**src/rtl/pipe_monitor_pkg.sv**
```systemverilog
// Shared definitions for the pipeline performance monitor: FSM encoding,
// default parameter values and the counter-select width helper.
package pipe_monitor_pkg;

  typedef enum logic [1:0] {
    ST_IDLE  = 2'd0,
    ST_RUN   = 2'd1,
    ST_PAUSE = 2'd2,
    ST_DONE  = 2'd3
  } state_e;

  localparam int DEF_CNT_W       = 32;
  localparam int DEF_N_EVT       = 2;
  localparam int DEF_MAX_CYCLES  = 30;
  localparam int DEF_TRACE_DEPTH = 8;
  localparam int DEF_TRACE_EVT   = 1;
  localparam int PC_W            = 32;

  function automatic int sel_width(input int n);
    return (n > 1) ? $clog2(n) : 1;
  endfunction

endpackage

```
**src/rtl/pipe_monitor_trace_fifo.sv**
```systemverilog
// First-word fall-through PC trace buffer with sticky overflow flag.
// A push into a full buffer is accepted only when a pop frees a slot the same cycle.
module trace_fifo #(
  parameter int DEPTH = 8,
  parameter int WIDTH = 32
) (
  input  logic             clk_i,
  input  logic             rst_i,
  input  logic             clr_i,
  input  logic             push_i,
  input  logic             pop_i,
  input  logic [WIDTH-1:0] data_i,
  output logic [WIDTH-1:0] data_o,
  output logic             empty_o,
  output logic             ovf_o
);

  localparam int AW = $clog2(DEPTH);
  localparam logic [AW:0] FULL_CNT = (AW+1)'(DEPTH);

  logic [WIDTH-1:0] mem_r [DEPTH];
  logic [AW-1:0]    wr_ptr_r;
  logic [AW-1:0]    rd_ptr_r;
  logic [AW:0]      count_r;
  logic             ovf_r;
  logic             empty_s;
  logic             full_s;
  logic             pop_s;
  logic             push_s;
  logic             drop_s;

  // Qualify requests against the current occupancy.
  always_comb begin
    empty_s = (count_r == {(AW+1){1'b0}});
    full_s  = (count_r == FULL_CNT);
    pop_s   = pop_i & ~empty_s;
    push_s  = push_i & (~full_s | pop_s);
    drop_s  = push_i & full_s & ~pop_s;
  end

  // Pointers, occupancy and sticky overflow.
  always_ff @(posedge clk_i or posedge rst_i) begin
    if (rst_i) begin
      wr_ptr_r <= {AW{1'b0}};
      rd_ptr_r <= {AW{1'b0}};
      count_r  <= {(AW+1){1'b0}};
      ovf_r    <= 1'b0;
    end else if (clr_i) begin
      wr_ptr_r <= {AW{1'b0}};
      rd_ptr_r <= {AW{1'b0}};
      count_r  <= {(AW+1){1'b0}};
      ovf_r    <= 1'b0;
    end else begin
      if (push_s) begin
        wr_ptr_r <= wr_ptr_r + AW'(1);
      end
      if (pop_s) begin
        rd_ptr_r <= rd_ptr_r + AW'(1);
      end
      case ({push_s, pop_s})
        2'b10:   count_r <= count_r + (AW+1)'(1);
        2'b01:   count_r <= count_r - (AW+1)'(1);
        default: count_r <= count_r;
      endcase
      if (drop_s) begin
        ovf_r <= 1'b1;
      end
    end
  end

  // Storage array; contents are only observable through valid pointers.
  always_ff @(posedge clk_i) begin
    if (push_s & ~clr_i) begin
      mem_r[wr_ptr_r] <= data_i;
    end
  end

  assign data_o  = empty_s ? {WIDTH{1'b0}} : mem_r[rd_ptr_r];
  assign empty_o = empty_s;
  assign ovf_o   = ovf_r;

endmodule

```
**src/rtl/pipe_monitor.sv**
```systemverilog
// Pipeline performance monitor: run-window FSM, saturating cycle/event counters
// and a PC trace of one selected event channel.
module pipe_monitor
  import pipe_monitor_pkg::*;
#(
  parameter int CNT_W       = DEF_CNT_W,
  parameter int N_EVT       = DEF_N_EVT,
  parameter int MAX_CYCLES  = DEF_MAX_CYCLES,
  parameter int TRACE_DEPTH = DEF_TRACE_DEPTH,
  parameter int TRACE_EVT   = DEF_TRACE_EVT,
  localparam int SEL_W      = sel_width(N_EVT)
) (
  input  logic             clk_i,
  input  logic             rst_i,
  input  logic             start_i,
  input  logic             clear_i,
  input  logic [PC_W-1:0]  pc_i,
  input  logic [N_EVT-1:0] evt_i,
  input  logic [SEL_W-1:0] rd_sel_i,
  output logic [CNT_W-1:0] cnt_o,
  output logic [CNT_W-1:0] cycle_o,
  output logic [1:0]       state_o,
  output logic             done_o,
  input  logic             trace_rd_i,
  output logic [PC_W-1:0]  trace_pc_o,
  output logic             trace_valid_o,
  output logic             trace_ovf_o
);

  localparam logic [CNT_W-1:0] CNT_MAX   = {CNT_W{1'b1}};
  localparam logic [CNT_W-1:0] CYC_LIMIT = CNT_W'(MAX_CYCLES);
  // A limit beyond the saturation value can never be reached.
  localparam bit LIMIT_ON = (MAX_CYCLES != 0) &&
                            (longint'(MAX_CYCLES) <= ((64'sd1 <<< CNT_W) - 64'sd1));

  state_e           state_r;
  state_e           state_nxt_s;
  logic [CNT_W-1:0] cycle_r;
  logic [CNT_W-1:0] cycle_nxt_s;
  logic [CNT_W-1:0] evt_cnt_r     [N_EVT];
  logic [CNT_W-1:0] evt_cnt_nxt_s [N_EVT];
  logic             done_r;
  logic             run_s;
  logic             capture_s;
  logic             pop_s;
  logic             empty_s;
  logic [CNT_W-1:0] cnt_sel_s;

  function automatic logic [CNT_W-1:0] sat_inc(input logic [CNT_W-1:0] v);
    return (v == CNT_MAX) ? v : v + CNT_W'(1);
  endfunction

  // Next-state and counter update; the edge leaving RUN is still counted.
  always_comb begin
    state_nxt_s = state_r;
    cycle_nxt_s = cycle_r;
    for (int k = 0; k < N_EVT; k++) begin
      evt_cnt_nxt_s[k] = evt_cnt_r[k];
    end
    run_s = (state_r == ST_RUN);

    if (clear_i) begin
      state_nxt_s = ST_IDLE;
      cycle_nxt_s = {CNT_W{1'b0}};
      for (int k = 0; k < N_EVT; k++) begin
        evt_cnt_nxt_s[k] = {CNT_W{1'b0}};
      end
    end else begin
      if (run_s) begin
        cycle_nxt_s = sat_inc(cycle_r);
        for (int k = 0; k < N_EVT; k++) begin
          evt_cnt_nxt_s[k] = evt_i[k] ? sat_inc(evt_cnt_r[k]) : evt_cnt_r[k];
        end
      end else begin
        cycle_nxt_s = cycle_r;
      end

      case (state_r)
        ST_IDLE:  state_nxt_s = start_i ? ST_RUN : ST_IDLE;
        ST_RUN: begin
          if (LIMIT_ON && (cycle_nxt_s == CYC_LIMIT)) begin
            state_nxt_s = ST_DONE;
          end else if (!start_i) begin
            state_nxt_s = ST_PAUSE;
          end else begin
            state_nxt_s = ST_RUN;
          end
        end
        ST_PAUSE: state_nxt_s = start_i ? ST_RUN : ST_PAUSE;
        ST_DONE:  state_nxt_s = ST_DONE;
        default:  state_nxt_s = ST_IDLE;
      endcase
    end
  end

  // State, counters and the registered done flag.
  always_ff @(posedge clk_i or posedge rst_i) begin
    if (rst_i) begin
      state_r <= ST_IDLE;
      cycle_r <= {CNT_W{1'b0}};
      done_r  <= 1'b0;
      for (int k = 0; k < N_EVT; k++) begin
        evt_cnt_r[k] <= {CNT_W{1'b0}};
      end
    end else begin
      state_r <= state_nxt_s;
      cycle_r <= cycle_nxt_s;
      done_r  <= (state_nxt_s == ST_DONE);
      for (int k = 0; k < N_EVT; k++) begin
        evt_cnt_r[k] <= evt_cnt_nxt_s[k];
      end
    end
  end

  // Counter read mux; selects past the last channel read as zero.
  always_comb begin
    cnt_sel_s = {CNT_W{1'b0}};
    for (int k = 0; k < N_EVT; k++) begin
      cnt_sel_s = (rd_sel_i == SEL_W'(k)) ? evt_cnt_r[k] : cnt_sel_s;
    end
  end

  assign capture_s = run_s & evt_i[TRACE_EVT] & ~clear_i;
  assign pop_s     = trace_rd_i & ~clear_i;

  trace_fifo #(
    .DEPTH (TRACE_DEPTH),
    .WIDTH (PC_W)
  ) u_trace (
    .clk_i   (clk_i),
    .rst_i   (rst_i),
    .clr_i   (clear_i),
    .push_i  (capture_s),
    .pop_i   (pop_s),
    .data_i  (pc_i),
    .data_o  (trace_pc_o),
    .empty_o (empty_s),
    .ovf_o   (trace_ovf_o)
  );

  assign cnt_o         = cnt_sel_s;
  assign cycle_o       = cycle_r;
  assign state_o       = state_r;
  assign done_o        = done_r;
  assign trace_valid_o = ~empty_s;

endmodule
```
**config.mk**
```make
export PLATFORM = sky130hd
export DESIGN_NAME = pipe_monitor
export DESIGN_NICKNAME = d
export VERILOG_FILES = /design/src/rtl/pipe_monitor_pkg.sv /design/src/rtl/pipe_monitor_trace_fifo.sv /design/src/rtl/pipe_monitor.sv
export SDC_FILE = /design/constraint.sdc
export NUM_CORES = 1
export LEC_CHECK = 0
export CAP_MARGIN = 5
export CORE_UTILIZATION = 62
export DETAILED_ROUTE_END_ITERATION = 8
export DONT_BUFFER_PORTS = 1
export GPL_TIMING_DRIVEN = 0
export PLACE_DENSITY = 0.78
export SYNTH_ARGS = -nofsm -noshare
export SYNTH_HDL_FRONTEND = slang
export SYNTH_SLANG_ARGS = --single-unit
```
**constraint.sdc**
```tcl
create_clock -name clk_i -period 6.32 [get_ports clk_i]
set_input_delay 1.58 -clock clk_i [delete_from_list [all_inputs] [get_ports clk_i]]
set_output_delay 1.58 -clock clk_i [all_outputs]
set_load 0.01 [all_outputs]
```
Word-level counts from Yosys, hierarchy flattened
Memories as Yosys holds them, arrays and structs flattened.
Index checks and enable logic that the tools add are counted.
{ "word_totals": {"wordCells": 81, "out_inout_bits": 101, "ram_bits": 256, "reg_bits": 110, "memories": 1} }
{ "mem_list": {"columns": ["memory", "words", "word_bits", "read_ports", "rd_clocked_by_memory_dff", "write_ports", "line", "text"], "rows": [
  ["u_trace.mem_r", 8, 32, 1, 0, 1, "pipe_monitor_trace_fifo.sv:21", "logic [WIDTH-1:0] mem_r [DEPTH];"]
]} }
{ "op_classes": {"add_sub_neg": 7, "bitwise": 13, "mux": 27, "reduce_logical": 11, "eq_ne": 13} }
{ "op_table": {"columns": ["operator", "count"], "rows": [
  ["$mux 32", 10],
  ["$mux 64", 2],
  ["$add 32x1->32 const B", 3],
  ["$eq 32x32->1 const B", 3],
  ["$eq 32x5->1 const B", 1],
  ["$mux 3", 4],
  ["$reduce_bool 2->1", 6],
  ["$and 1x1->1", 8],
  ["$eq 2x2->1 const B", 4],
  ["$pmux 2 s4", 1],
  ["$pmux 4 s2", 1],
  ["$add 3x1->3 const B", 2],
  ["$mux 2", 3],
  ["$reduce_and 3->1", 2],
  ["$mux 1", 5],
  ["$add 4x1->4 const B", 1],
  ["$eq 2x1->1 const B", 2],
  ["$eq 4x4->1 const B", 1],
  ["$logic_not 4->1", 1],
  ["$mux 4", 1],
  ["$ne 2x2->1 const B", 2],
  ["$not 1->1", 4],
  ["$sub 4x1->4 const B", 1],
  ["$reduce_bool 3->1", 1],
  ["other kinds (2)", 2]
]} }

Depth between registers and ports, before layout
Gate-level depths: netlist of run 1.
{ "depth": {"word_depth": 9, "depth_mapped": 10, "ltp_nobuf": 10} }

Modules after synthesis
A second synthesis of run 1 with hierarchy kept.
{ "hier_totals": {"hier_cells": 1154, "hier_area_um2": 16469.5} }
{ "by_module_without_submodules": {"columns": ["mod", "n_inst", "seq_area_each_um2", "area_each_um2", "cells_each"], "rows": [
  ["trace_fifo", 1, 7962.6, 10500.1, 490],
  ["pipe_monitor", 1, 2477.4, 5969.5, 664]
]} }

Worst setup path before layout of run 1
No wires, ideal clock.
{ "synth_timing": {"path_type": "input -> register", "start": "input clear_i", "end": "memory u_trace.mem_r[0][0], enable pin", "n_path_buf": 1, "cell_stages": 6, "slack_ns": 1.026, "arrival_time_ns": 4.833, "path_cell_list": "nand2b_1 nand3_1 and2_1 buf_1 or3b_2 nor3_1"} }
{ "synth_between": {"elab_chain_len": 8} }
{ "synth_rtl": {"columns": ["item", "line", "text"], "rows": [
  ["start, declared", "pipe_monitor.sv:16", "input logic clear_i,"],
  ["$not 1->1 (*)", "pipe_monitor_trace_fifo.sv:73, pipe_monitor.sv:123, pipe_monitor.sv:124", null],
  ["$and 1x1->1", "pipe_monitor.sv:124", "assign pop_s = trace_rd_i & ~clear_i;"],
  ["$and 1x1->1", "pipe_monitor_trace_fifo.sv:36", "pop_s = pop_i & ~empty_s;"],
  ["$or 1x1->1", "pipe_monitor_trace_fifo.sv:37", "push_s = push_i & (~full_s | pop_s);"],
  ["$and 1x1->1", "pipe_monitor_trace_fifo.sv:37", null],
  ["$and 1x1->1 (*)", "pipe_monitor_trace_fifo.sv:73", "if (push_s & ~clr_i) begin"],
  ["$mux 1 (*)", "pipe_monitor_trace_fifo.sv:73", null],
  ["$mux 1 (not written as such) (*)", "pipe_monitor_trace_fifo.sv:74", "mem_r[wr_ptr_r] <= data_i;"],
  ["end, declared", "pipe_monitor_trace_fifo.sv:21", null]
]} }
Mark *: on every way between the ends. The rest lies on a longest branch, timed or not.

Final worst setup path of run 1
{ "layout_timing": {"start": "register u_trace.rd_ptr_r[0]", "end": "output trace_pc_o[6]"} }
{ "layout_between": {"elab_chain_len": 2} }
{ "layout_rtl": {"columns": ["item", "line", "text"], "rows": [
  ["start, declared", "pipe_monitor_trace_fifo.sv:23", "logic [AW-1:0] rd_ptr_r;"],
  ["start signal, assigned", "pipe_monitor_trace_fifo.sv:45", "rd_ptr_r <= {AW{1'b0}};"],
  ["start signal, assigned", "pipe_monitor_trace_fifo.sv:50", "rd_ptr_r <= {AW{1'b0}};"],
  ["start signal, assigned", "pipe_monitor_trace_fifo.sv:58", "rd_ptr_r <= rd_ptr_r + AW'(1);"],
  ["$mem_v2 8x32", null, null],
  ["$mux 32", "pipe_monitor_trace_fifo.sv:78", "assign data_o = empty_s ? {WIDTH{1'b0}} : mem_r[rd_ptr_r];"],
  ["end, declared", "pipe_monitor.sv:25", "output logic [PC_W-1:0] trace_pc_o,"]
]} }
Every way passes these cells.

==> reports/results.tsv, run 1 <==
metric	value	unit
GRT overflow	0	
Mapped Avg Cell Area	14.32	sq um
most frequent cells in the layout	256 x edfxtp_1, 147 x nor2_1, 110 x dfrtp_1	
RSZ-0062 raised after global routing	false	
num rows	58	
Reg-to-Reg End	u_trace.mem_r[0][20]	
Design Power	5.171	mW
clock-pin slew on the worst setup and hold paths	0.06	ns
via count	9683	
first-pass GRT wire length	55.37	mm
final WL	35.81	mm
Worst Path Max Fanout	10	
CP Launch Point	u_trace.rd_ptr_r[0]	
Worst setup SP type	flip-flop	
post-route setup TNS	0	ns
area delta synth->final	12.04	%
drt initial violations	790	
Final Hold Viols	0	
Worst-Skew Late Latency	0.54	ns
drc violations	0	
antenna-violating nets left	0	
pre-CTS setup slack	1.745	ns
CTS sink count	366	
crit path kind	reg2out	
Post-Syn Area	0.01620	sq mm
final setup vio count	0	
Yosys Warn Count	0	
Crit. End Element	output port	
CP arrival	3.21	ns
Post-Syn Instances	1131	
final std cells w/o fill	1545	
register area	0.01044	sq mm
TritonCTS clock tree	yes	
xor/xnor share of the synthesized area	0.04651	
Starting Density	0.6376	
Final min period	4.793	ns
Async SR Flop Fraction	0.3005	
share of cells above drive strength 1	0.1597	
most common cell after layout, fill and taps aside	edfxtp_1	
crit path to	trace_pc_o[6]	
ratio of final minimum period to clock period	0.7585	
required time of the critical path	4.74	ns
worst-case clock buffer depth	3	
Final Worst Setup Slack	1.527	ns
Most used DFF post-synth	edfxtp_1	
syn_nets	1179	
Antenna Diode Count	0	
Finished Cell Area	0.01815	sq mm
Compound-Gate Fraction of Synth Area	0.03345	
clk root buf	clkbuf_16	
multiplexer share of the synthesized area	0.1307	
routed len/inst	23.18	um
All-Layer GR Usage	0.2764	
IO Pins	141	
post-synthesis sequential area ratio	0.6446	
Die X-Extent	163.6	um
htree depth	2	
Critical R2R Launch	state_o[0]	
Worst-Margin Slew	1.332	ns
cell count after placement	1476	
Die Area	0.02677	sq mm
largest net degree at the start of global routing	60	
placed wire-length estimate	23.27	mm
normalized max-slew margin	0.1041	
Yosys reg bits	366	
Distinct cells, synth	63	
largest family of logic cells by synthesized area	multiplexers	
EDFF count, synth	256	
area share of the largest cell type after synthesis	0.4747	
setup bufs post-CTS	0	
Fill cells	1629	
Simple-Gate Fraction of Synth Area	0.1207	
P_leak	6.172	nW
routability cong.	0.8733	
Adder-Cell Fraction of Synth Area	0.006644	
final hold slack	0.5552	ns
post-cts repair resize count	0	
R2R depth	10	
Final Skew	0.02295	ns
status	completed	
max-cap violation count	0	
initial antenna violation count	0	
Port Buffer Count	0	
core area	0.02540	sq mm
reg2reg setup slack	2.42	ns
drt first pass iters	5	
Max IR drop VDD	303.2	uV
multi-input logic area	0.005529	sq mm
die height	163.6	um
vias in the first global route	9859	
Pwr Density	285.0	mW/mm^2
synth top area cells	edfxtp_1 47%, dfrtp_1 17%, mux4_2 8.9%	
Via density	6.267	
Yosys top cell by area	edfxtp_1	
total CTS buffers	38	
cts hold-fix bufs	0	
Final Net Count	1234	
Max Slew Vio Count	0	
Placed Area	0.01692	sq mm
hold crit path type	reg2reg	
post-layout util	0.7144	
FMAX	0.2086	GHz
## synth_stat cells, drive strengths merged, types with 2 or more instances
cell type,count
edfxtp,256
nor2,153
dfrtp,110
mux4,64
nand2,56
xor2,47
nand3,42
xnor2,39
mux2i,36
clkbuf,31
mux2,28
nand4,28
a21oi,26
o21ai,25
buf,23
or3,20
nor3,18
and4,17
inv,17
and3,12
nor4,10
and2,9
ha,7
or4,6
nand2b,5
nor3b,4
o31ai,4
a2111oi,3
a211oi,3
a31o,3
a31oi,3
nor2b,3
a21o,2
o221ai,2
or2,2
## final cells by class
type	instances	share of cell area
clock inverter	17	0.01089
timing repair buffer	15	0.01372
buffer	54	0.01200
inverter	17	0.003654
tap	330	0.02275
sequential	366	0.5753
multi-input combinational	694	0.3047
clock buffer	52	0.05695
## routing by layer
layer  routed length, um  track usage
met5                   0            0
met4                 682      0.07702
met3                2820      0.06577
met2               17860       0.4644
met1               14450       0.3611
## state kept, by name, summed over array words and instances (netlist names)
signal            cells
state_o               2
evt_cnt_r            64
cycle_o              32
u_trace.wr_ptr_r      3
u_trace.count_r       4
u_trace.mem_r       256
u_trace.rd_ptr_r      3
u_trace.ovf_o         1
done_o                1
## cells by family after synthesis
group | Yosys count
simple gates | 390
flops | 366
mux | 128
xor+xnor | 86
compound gates | 82
buf+inv | 71
fa+ha+maj | 8
## report_power, final
part           internal (mW)  switching [mW]
clock network           1.28           0.913
logic                  0.146           0.233
registers               2.59          0.0119
total                   4.01            1.16
## worst max-delay path: stages, from the launching register on
cell and delay, ns:
dfrtp_1 0.37, clkbuf_1 0.56, buf_1 0.78, mux4_2 0.59
mux2i_1 0.24, nor2_1 0.13
## worst min path at each step
stage	from	endpoint	slack (ns)	cells past startpoint
3_5_place_dp	evt_cnt_r[63]	evt_cnt_r[63]	0.54	2
2_1_floorplan	evt_cnt_r[63]	evt_cnt_r[63]	0.51	2
6_report	evt_cnt_r[63]	evt_cnt_r[63]	0.56	2
3_3_place_gp	evt_cnt_r[63]	evt_cnt_r[63]	0.53	2
4_1_cts	evt_cnt_r[63]	evt_cnt_r[63]	0.56	2
5_1_grt	evt_cnt_r[63]	evt_cnt_r[63]	0.57	2
(Power assumes the default switching activity.)
==> run 2, diff against run 1 <==
clock period = 5 ns   (was 6.32 ns; I/O delays follow)
==> results of run 2 <==
Same layout as run 1 (identical final DEF). Status: completed.
Among the figures that moved: setup slack after placement 1.745 ns -> 0.9844 ns; setup slack after layout 1.527 ns -> 0.5365 ns; register-to-register setup slack 2.42 ns -> 1.10 ns; total power 5.171 mW -> 6.537 mW; worst IR drop on VDD 303.2 uV -> 383.2 uV
==> run 3, diff against run 2 <==
CORE_UTILIZATION = 40   (was 62)
PLACE_DENSITY = 0.55   (was 0.78)
==> reports/results.tsv, run 3 (synthesized netlist as in run 1, its figures left out) <==
metric	value	unit	change
status	completed		unchanged
final hold slack	0.5513	ns	was 0.5552 ns
Via density	5.419		was 6.267
P_leak	6.232	nW	was 6.172 nW
most common cell after layout, fill and taps aside	edfxtp_1		unchanged
share of cells above drive strength 1	0.1624		was 0.1597
via count	9451		was 9683
met3 Use GR	0.05529		was 0.06577
required time of the critical path	3.75	ns	about the same
drt initial violations	645		was 790
routability cong.	0.8587		was 0.8733
area delta synth->final	14.22	%	was 12.04%
grt peak-use layer	met2		unchanged
Worst Path Max Fanout	10		unchanged
Crit. End Element	output port		unchanged
Worst-Skew Late Latency	0.56	ns	was 0.54 ns
FMAX	0.2230	GHz	was 0.2240 GHz
Antenna Diode Count	0		unchanged
Final Hold Viols	0		unchanged
antenna-violating nets left	0		unchanged
Worst-Margin Slew	1.071	ns	was 1.332 ns
initial antenna violation count	0		unchanged
Worst setup SP type	flip-flop		unchanged
clock-pin slew on the worst setup and hold paths	0.05	ns	was 0.06 ns
ratio of final minimum period to clock period	0.8967		was 0.8927
Max IR drop VDD	341.7	uV	was 383.2 uV
Max Slew Vio Count	0		unchanged
min-delay src	evt_cnt_r[63]		unchanged
largest net degree at the start of global routing	71		was 60
num rows	73		was 58
crit path kind	reg2out		unchanged
CP arrival	3.23	ns	was 3.21 ns
drt first pass iters	5		unchanged
final setup vio count	0		unchanged
total CTS buffers	41		was 38
vias in the first global route	9664		was 9859
Die Area	0.04130	sq mm	was 0.02677 sq mm
cell count after placement	1671		was 1476
Fill cells	3570		was 1629
max-cap violation count	0		unchanged
drc violations	0		unchanged
CP Launch Point	u_trace.rd_ptr_r[0]		unchanged
hold crit path type	reg2reg		unchanged
core area	0.03982	sq mm	was 0.02540 sq mm
final std cells w/o fill	1744		was 1545
post-layout util	0.4645		was 0.7144
clk root buf	clkbuf_16		unchanged
most frequent cells in the layout	256 x edfxtp_1, 147 x nor2_1, 110 x dfrtp_1		unchanged
first-pass GRT wire length	59.39	mm	was 55.37 mm
TritonCTS clock tree	yes		unchanged
register area	0.01044	sq mm	unchanged
multi-input logic area	0.005529	sq mm	unchanged
most flop-heavy register	u_trace.mem_r		unchanged
Finished Cell Area	0.01850	sq mm	was 0.01815 sq mm
Critical R2R Launch	state_o[0]		unchanged
Final min period	4.483	ns	was 4.463 ns
routed len/inst	22.08	um	was 23.18 um
worst-case clock buffer depth	3		unchanged
Die X-Extent	203.2	um	was 163.6 um
Starting Density	0.4067		was 0.6376
met2 global-route usage	0.3086		was 0.4644
CTS sink count	366		unchanged
All-Layer GR Usage	0.1909		was 0.2764
Port Buffer Count	0		unchanged
IO Pins	141		unchanged
max reg flops	256		unchanged
post-cts repair resize count	0		unchanged
Global Route met1 Usage	0.2497		was 0.3611
htree depth	2		unchanged
cts hold-fix bufs	0		unchanged
Final Skew	0.01095	ns	was 0.02295 ns
Pwr Density	363.1	mW/mm^2	was 360.2 mW/mm^2
final WL	38.50	mm	was 35.81 mm
GRT overflow	0		unchanged
normalized max-slew margin	0.2796		was 0.1041
Final Net Count	1237		was 1234
die height	203.2	um	was 163.6 um
placed wire-length estimate	25.39	mm	was 23.27 mm
Design Power	6.717	mW	was 6.537 mW
Placed Area	0.01719	sq mm	was 0.01692 sq mm
RSZ-0062 raised after global routing	false		unchanged
setup bufs post-CTS	0		unchanged
==> run 3: final cells by class <==
type,instances,share of cell area
buffer,54,0.01177
clock buffer,54,0.06087
clock inverter,19,0.01001
inverter,17,0.003720
multi-input combinational,694,0.2989
sequential,366,0.5644
tap,525,0.03551
timing repair buffer,15,0.01488
==> run 3: final timing paths <==
kind	endpoint	slack, ns	cells after the start
max in group asynchronous	evt_cnt_r[17]	3.77	2
max reg2reg	u_trace.mem_r[0][23]	1.17	9
min in group asynchronous	done_o	0.56	1
min reg2reg	evt_cnt_r[63]	0.55	2
min	evt_cnt_r[63]	0.55	2
max	trace_pc_o[9]	0.52	5
==> run 3: worst max-delay path, cell delays in order (launching register included) <==
cell and delay [ns]:
dfrtp_1 0.36, clkbuf_1 0.56, buf_1 0.80, mux4_2 0.59, mux2i_1 0.24, nor2_1 0.13
==> run 3: power by group <==
group	switching, mW	internal [mW]	leakage, nW
clock	1.21	1.74	0.643
combinational	0.298	0.184	1.75
sequential	0.0151	3.27	3.84
==> run 3: per-layer routing <==
layer / wire length, um / vias up
li1: - / 4391
met1: 16860 / 4799
met2: 18200 / 207
met3: 2639 / 54
met4: 802 / 0
met5: 0 / -
==> run 3: stage by stage <==
step           setup WS, ns  setup TNS [ns]
6_report             0.5166               0
3_5_place_dp         0.9331               0
4_1_cts              0.3100               0
2_1_floorplan       0.03558               0
5_1_grt              0.1852               0
3_3_place_gp         -2.600         -334.20
